**src/rtl/mem_access_unit.sv**
```systemverilog
// Load/store unit: decodes the ROM/RAM region and splits word-straddling accesses into two beats.
// Build option MEM_ACCESS_STRICT_ALIGN_EN: misaligned accesses fault instead of being split.
//
// state  | meaning
// IDLE   | ready, waiting for a request
// BEAT0  | first device beat at word W0
// BEAT1  | second device beat at word W1 (straddling access only)
// WAIT   | read data of the last read beat returns
// RESP   | one-cycle response pulse
module mem_access_unit #(
   parameter int                   SEL_WIDTH      = 8,
   parameter logic [SEL_WIDTH-1:0] ROM_SELECT     = SEL_WIDTH'(8'h00),
   parameter logic [SEL_WIDTH-1:0] RAM_SELECT     = SEL_WIDTH'(8'h01),
   parameter int                   ROM_ADDR_WIDTH = 8,
   parameter int                   RAM_ADDR_WIDTH = 8
) (
   input  logic                      clk,
   input  logic                      reset_n,
   input  logic                      req_valid,
   output logic                      req_ready,
   input  logic                      req_we,
   input  logic                      req_signed,
   input  logic [1:0]                req_size,
   input  logic [31:0]               req_addr,
   input  logic [31:0]               req_wdata,
   output logic                      resp_valid,
   output logic [31:0]               resp_rdata,
   output logic                      resp_fault,
   output logic                      rom_re,
   output logic [ROM_ADDR_WIDTH-1:0] rom_addr,
   input  logic [31:0]               rom_rdata,
   output logic                      ram_re,
   output logic                      ram_we,
   output logic [3:0]                ram_be,
   output logic [RAM_ADDR_WIDTH-1:0] ram_addr,
   output logic [31:0]               ram_wdata,
   input  logic [31:0]               ram_rdata
);

   typedef enum logic [2:0] {S_IDLE, S_BEAT0, S_BEAT1, S_WAIT, S_RESP} state_t;

   state_t                    r_state;
   logic                      r_we;
   logic                      r_signed;
   logic                      r_is_rom;
   logic                      r_split;
   logic [1:0]                r_size;
   logic [1:0]                r_off;
   logic [7:0]                r_mask;
   logic [31:0]               r_wdata;
   logic [31:0]               r_d0;
   logic [ROM_ADDR_WIDTH-1:0] r_rom_w0;
   logic [RAM_ADDR_WIDTH-1:0] r_ram_w0;
   logic                      r_resp_valid;
   logic                      r_resp_fault;
   logic [31:0]               r_resp_rdata;

   logic [SEL_WIDTH-1:0] w_sel;
   logic                 w_hit_rom;
   logic                 w_hit_ram;
   logic                 w_fault;
   logic                 w_accept;
   logic [7:0]           w_mask_base;
   logic [7:0]           w_mask;

   assign w_sel     = req_addr[31:32-SEL_WIDTH];
   assign w_hit_rom = (w_sel == ROM_SELECT);
   assign w_hit_ram = (w_sel == RAM_SELECT) & ~w_hit_rom;

   always_comb begin
      case (req_size)
         2'd0:    w_mask_base = 8'h01;
         2'd1:    w_mask_base = 8'h03;
         2'd3:    w_mask_base = 8'h0f;
         default: w_mask_base = 8'h00;
      endcase
   end

   assign w_mask = w_mask_base << req_addr[1:0];

`ifdef MEM_ACCESS_STRICT_ALIGN_EN
   logic w_misalign;
   assign w_misalign = ((req_size == 2'd1) & req_addr[0]) |
                       ((req_size == 2'd3) & (req_addr[1:0] != 2'd0));
   assign w_fault = (req_size == 2'd2) | ~(w_hit_rom | w_hit_ram) |
                    (w_hit_rom & req_we) | w_misalign;
`else
   assign w_fault = (req_size == 2'd2) | ~(w_hit_rom | w_hit_ram) |
                    (w_hit_rom & req_we);
`endif

   assign w_accept = req_valid & req_ready;

   // Load assembly: the second beat's data arrives live in WAIT, the first was captured in BEAT1.
   logic [31:0] w_dev_rdata;
   logic [31:0] w_lo;
   logic [31:0] w_hi;
   logic [63:0] w_rshift;
   logic [31:0] w_raw;
   logic [31:0] w_load;
   logic [63:0] w_wshift;

   assign w_dev_rdata = r_is_rom ? rom_rdata : ram_rdata;
   assign w_lo        = r_split ? r_d0 : w_dev_rdata;
   assign w_hi        = r_split ? w_dev_rdata : 32'd0;
   assign w_rshift    = {w_hi, w_lo} >> {r_off, 3'b000};
   assign w_raw       = w_rshift[31:0];
   assign w_wshift    = {32'd0, r_wdata} << {r_off, 3'b000};

   always_comb begin
      case (r_size)
         2'd0:    w_load = {{24{r_signed & w_raw[7]}}, w_raw[7:0]};
         2'd1:    w_load = {{16{r_signed & w_raw[15]}}, w_raw[15:0]};
         default: w_load = w_raw;
      endcase
   end

   logic w_beat;
   logic w_beat1;
   logic w_ram_beat;

   assign w_beat1    = (r_state == S_BEAT1);
   assign w_beat     = (r_state == S_BEAT0) | w_beat1;
   assign w_ram_beat = w_beat & ~r_is_rom;

   assign req_ready = (r_state == S_IDLE) & reset_n;
   assign rom_re    = w_beat & r_is_rom;
   assign rom_addr  = rom_re ? (w_beat1 ? r_rom_w0 + ROM_ADDR_WIDTH'(1) : r_rom_w0) : '0;
   assign ram_re    = w_ram_beat & ~r_we;
   assign ram_we    = w_ram_beat & r_we;
   assign ram_be    = w_ram_beat ? (w_beat1 ? r_mask[7:4] : r_mask[3:0]) : 4'd0;
   assign ram_addr  = w_ram_beat ? (w_beat1 ? r_ram_w0 + RAM_ADDR_WIDTH'(1) : r_ram_w0) : '0;
   assign ram_wdata = ram_we ? (w_beat1 ? w_wshift[63:32] : w_wshift[31:0]) : 32'd0;

   assign resp_valid = r_resp_valid;
   assign resp_rdata = r_resp_rdata;
   assign resp_fault = r_resp_fault;

   logic w_unused;
   assign w_unused = ^{req_addr, w_rshift[63:32]};

   always_ff @(posedge clk or negedge reset_n) begin
      if (!reset_n) begin
         r_state      <= S_IDLE;
         r_we         <= 1'b0;
         r_signed     <= 1'b0;
         r_is_rom     <= 1'b0;
         r_split      <= 1'b0;
         r_size       <= 2'd0;
         r_off        <= 2'd0;
         r_mask       <= 8'd0;
         r_wdata      <= 32'd0;
         r_d0         <= 32'd0;
         r_rom_w0     <= '0;
         r_ram_w0     <= '0;
         r_resp_valid <= 1'b0;
         r_resp_fault <= 1'b0;
         r_resp_rdata <= 32'd0;
      end else begin
         r_resp_valid <= 1'b0;
         case (r_state)
            S_IDLE: begin
               if (w_accept) begin
                  r_we     <= req_we;
                  r_signed <= req_signed;
                  r_is_rom <= w_hit_rom;
                  r_split  <= |w_mask[7:4];
                  r_size   <= req_size;
                  r_off    <= req_addr[1:0];
                  r_mask   <= w_mask;
                  r_wdata  <= req_wdata;
                  r_rom_w0 <= req_addr[ROM_ADDR_WIDTH+1:2];
                  r_ram_w0 <= req_addr[RAM_ADDR_WIDTH+1:2];
                  if (w_fault) begin
                     r_state      <= S_RESP;
                     r_resp_valid <= 1'b1;
                     r_resp_fault <= 1'b1;
                     r_resp_rdata <= 32'd0;
                  end else begin
                     r_state <= S_BEAT0;
                  end
               end
            end
            S_BEAT0: begin
               if (r_split) begin
                  r_state <= S_BEAT1;
               end else if (r_we) begin
                  r_state      <= S_RESP;
                  r_resp_valid <= 1'b1;
                  r_resp_fault <= 1'b0;
                  r_resp_rdata <= 32'd0;
               end else begin
                  r_state <= S_WAIT;
               end
            end
            S_BEAT1: begin
               r_d0 <= w_dev_rdata;
               if (r_we) begin
                  r_state      <= S_RESP;
                  r_resp_valid <= 1'b1;
                  r_resp_fault <= 1'b0;
                  r_resp_rdata <= 32'd0;
               end else begin
                  r_state <= S_WAIT;
               end
            end
            S_WAIT: begin
               r_state      <= S_RESP;
               r_resp_valid <= 1'b1;
               r_resp_fault <= 1'b0;
               r_resp_rdata <= w_load;
            end
            S_RESP: begin
               r_state <= S_IDLE;
            end
            default: begin
               r_state <= S_IDLE;
            end
         endcase
      end
   end

endmodule

```
**config.mk**
```make
export PLATFORM = sky130hd
export DESIGN_NAME = mem_access_unit
export DESIGN_NICKNAME = d
export VERILOG_FILES = /design/src/rtl/mem_access_unit.sv
export SDC_FILE = /design/constraint.sdc
export NUM_CORES = 1
export LEC_CHECK = 0
export BUFFER_PORTS_ARGS = -buffer_cell sky130_fd_sc_hd__buf_2
export CAP_MARGIN = 20
export CELL_PAD_IN_SITES_DETAIL_PLACEMENT = 1
export CELL_PAD_IN_SITES_GLOBAL_PLACEMENT = 1
export CORE_MARGIN = 3
export CORE_UTILIZATION = 36
export CTS_CLUSTER_SIZE = 40
export DETAILED_ROUTE_END_ITERATION = 12
export GPL_TIMING_DRIVEN = 1
export PLACE_DENSITY = 0.79
export SYNTH_ARGS = -nofsm -noshare
export SYNTH_HDL_FRONTEND = slang
export SYNTH_SLANG_ARGS = --single-unit
export TNS_END_PERCENT = 20
```
**constraint.sdc**
```tcl
create_clock -name clk -period 2 [get_ports clk]
set_input_delay 0.2 -clock clk [delete_from_list [all_inputs] [get_ports clk]]
set_output_delay 0.2 -clock clk [all_outputs]
set_load 0.005 [all_outputs]
```
==> flow_summary.json <==
{
  "fin_ws_ps": -442.7,
  "max_slew_margin": 0.5346,
  "drc_errors": 0,
  "portBuffers": 210,
  "io_pins": 225,
  "synth_cell_types": 54,
  "postRouteAntennaNets": 0,
  "worstPathArrival_ps": 2240,
  "placed_cell_area_um2": 10110,
  "grt_pass1_wl_um": 51840,
  "synth_area_um2": 8004,
  "hold_violations": 2,
  "ys_async_sr_fraction": 1.000,
  "cts.clk_slew.worst_paths_ps": 60,
  "status": "finished, violations left",
  "cts_buffers": 17,
  "area_delta_synth_final_pct": 45.63,
  "synth.area.top_cells": "dfrtp_1 39%, mux4_2 7.6%, mux2_2 7.3%",
  "p_total_uw": 9030,
  "dp_hpwl_um": 22220,
  "synth_seq_cells": 124,
  "vdd_ir_drop_max_mv": 0.6635,
  "antenna_found_initial": 1,
  "drv_cap": 0,
  "tritoncts": "built",
  "clockBufferDepth": 2,
  "syn-num-nets": 982,
  "synth_top_area_cell": "dfrtp_1",
  "vias_per_cell": 6.079,
  "grt_pass1_vias": 9137,
  "overflow": 0,
  "htreeDepth": 4,
  "initial_core_util": 0.3737,
  "multiInputGateArea_um2": 4875,
  "worstMarginPinSlew_ps": 698.1,
  "cts.sinks": 124,
  "dieArea_um2": 24060,
  "cp.required_ps": 1800,
  "grt_usage": 0.2738,
  "fillers": 2412,
  "rsz0062_at_grt": "yes",
  "ys.warnings.count": 0,
  "cp_max_fo": 8,
  "fp.dieH_um": 155.1,
  "synth_seq_area_share": 0.3877,
  "p_leak_uw": 0.005432,
  "vias": 8772,
  "fin_area_um2": 11660,
  "slowest_stage": "dfrtp_2",
  "synth_cells": 846,
  "crit_path_end_kind": "output port",
  "drtIter0Drc": 868,
  "nNetsFinal": 1291,
  "clk-insertion-delay-late_ps": 440,
  "setup_violations": 84,
  "wl_um": 36820,
  "synth_flop_cell": "dfrtp_1",
  "slowest_delay_ps": 510,
  "first_pass_iters": 5,
  "critPathMostFrequentCell": "buf_4",
  "grt_max_degree": 125,
  "maxSlewViolCount": 0,
  "drive_above_1_share": 0.4679,
  "cp_cell_sequence": "buf_4 > buf_4 > nor3_4 > nand2_4 > inv_4 > nand2_8 > a211oi_4 > buf_2",
  "hp-class": "in2reg",
  "wl_per_cell_um": 25.52,
  "finalWeightedCongestion": 0.8807,
  "holdWs_ps": -2.406,
  "ff_latch_area_um2": 3110,
  "worst_setup_path_start_kind": "flop",
  "fmax_mhz": 409.4,
  "core.rowCount": 53,
  "min_period_ps": 2443,
  "violations": "hold timing, setup timing",
  "post-route-period-util": 1.221,
  "cts_root_buf": "clkbuf_16",
  "synth_top_area_frac": 0.3877,
  "avgSynthCellArea_um2": 9.461,
  "critical_path_class": "reg2out",
  "finClkSkew_ps": 13.52,
  "die_width_um": 155.1,
  "synth_edf_count": 0,
  "core_area_um2": 21420,
  "power_density_nw_per_um2": 774.7
}
[cells by family (layout without fill, tap and decap cells)]
logic type,Yosys count,count (layout),synth area share
AO/OA/AOI/OAI,213,213,0.1766
XOR/XNOR,8,8,0.008754
adder cells (fa/ha/maj),2,2,0.002814
buffers and inverters,106,427,0.05565
flip-flops,124,124,0.3877
multiplexers,137,137,0.2257
other,0,1,0
AND/OR/NAND/NOR,256,256,0.1427
[Yosys cell counts, drive strengths merged (3+ instances only)]
master	instances
a211o	15
a211oi	21
a21o	3
a21oi	52
a31oi	9
a32oi	15
and2	4
and3	5
buf	29
clkbuf	44
dfrtp	124
inv	33
mux2	56
mux2i	54
mux4	27
nand2	71
nand2b	9
nand3	27
nand4	6
nor2	100
nor2b	9
nor3	17
o211ai	8
o21ai	54
o22ai	8
o2bb2ai	9
o31ai	4
o32a	7
or3	3
xor2	6
[stage by stage]
step / util / setup WS, ps / cells / hold slack [ps] / setup TNS [ps]
6_report: 0.5442 / -442.7 / 1443 / -2.406 / -24410
5_1_grt: 0.5442 / -462.2 / 1443 / 0.4717 / -29650
4_1_cts: 0.5240 / -274.0 / 1422 / 0.1543 / -15790
3_5_place_dp: 0.4722 / -281.1 / 1363 / 402.6 / -4895
2_1_floorplan: - / -68.74 / 846 / -95.59 / -746.1
3_3_place_gp: 0.4722 / -208.5 / 1363 / 401.0 / -3528
[power breakdown]
group / internal [µW] / switching, µW
sequential: 2740 / 268
clock: 1960 / 1300
combinational: 1260 / 1500
total: 5960 / 3070
[metal layers]
metal	track usage	vias to the layer above	wire, µm
li1	-	3706	-
met1	0.3478	4438	14130
met2	0.4603	504	18300
met3	0.05675	124	2750
met4	0.1030	0	1643
met5	0	-	0
[critical path: cells and delay by family (launching register included)]
| kind | cells | cell delay (ps) |
|---|---|---|
| buffers and inverters | 4 | 600 |
| flip-flops | 1 | 510 |
| AO/OA/AOI/OAI | 1 | 280 |
| AND/OR/NAND/NOR | 3 | 410 |
[cells in the final DEF (no fill, tap or decap), types with 27 or more instances in the layout]
cell | synthesis | routed
dfrtp_1 | 124 | 118
nor2_1 | 99 | 94
mux4_2 | 27 | 27
a21oi_1 | 52 | 44
mux2i_1 | 53 | 46
mux2_2 | 52 | 52
buf_4 | 3 | 100
buf_2 | 11 | 209
inv_1 | 31 | 30
nand2_1 | 71 | 67
[state kept, by name, indices dropped and copies added (netlist names)]
register / flops
r_off: 2
r_split: 1
r_size: 2
r_state: 3
r_we: 1
resp_valid: 1
r_is_rom: 1
r_wdata: 32
resp_rdata: 32
r_mask: 7
r_d0: 32
r_signed: 1
resp_fault: 1
r_ram_w0: 8
[repair_timing]
item | CTS | global route
cloned | 1 | 3
endpoints found under the setup margin | 81 | 88
resized for setup | 50 | 56
hold buffers | 18 | 2
endpoints found under the hold margin | 141 | 2
pin swaps | 14 | 18
setup buffers | 9 | 15
[path summary, 6_finish.rpt]
kind | startpoint | end | slack, ps | cells past startpoint
min in group asynchronous | reset_n | r_we$_DFFE_PN0P_ | 450 | 3
worst max register to register | r_is_rom$_DFFE_PN0P_ | resp_rdata[11]$_DFFE_PN0P_ | -370 | 8
worst min-delay path | req_wdata[16] | r_wdata[16]$_DFFE_PN0P_ | -2 | 2
worst min register to register | resp_rdata[4]$_DFFE_PN0P_ | resp_rdata[4]$_DFFE_PN0P_ | 490 | 1
worst max-delay path | r_is_rom$_DFFE_PN0P_ | ram_wdata[25] | -440 | 8
max in group asynchronous | reset_n | r_off[0]$_DFFE_PN0P_ | 1000 | 3
[final cells by class]
class                   instances  share of cell area
multi-input cells             616              0.4182
flip-flops and latches        124              0.2669
repair buffers                363              0.2231
clock buffers                  18             0.03682
well taps                     275             0.02952
clock inverters                13             0.01449
inverters                      33             0.01084
diodes                          1           0.0002147
Note: power is estimated with default switching activity, not from simulation.
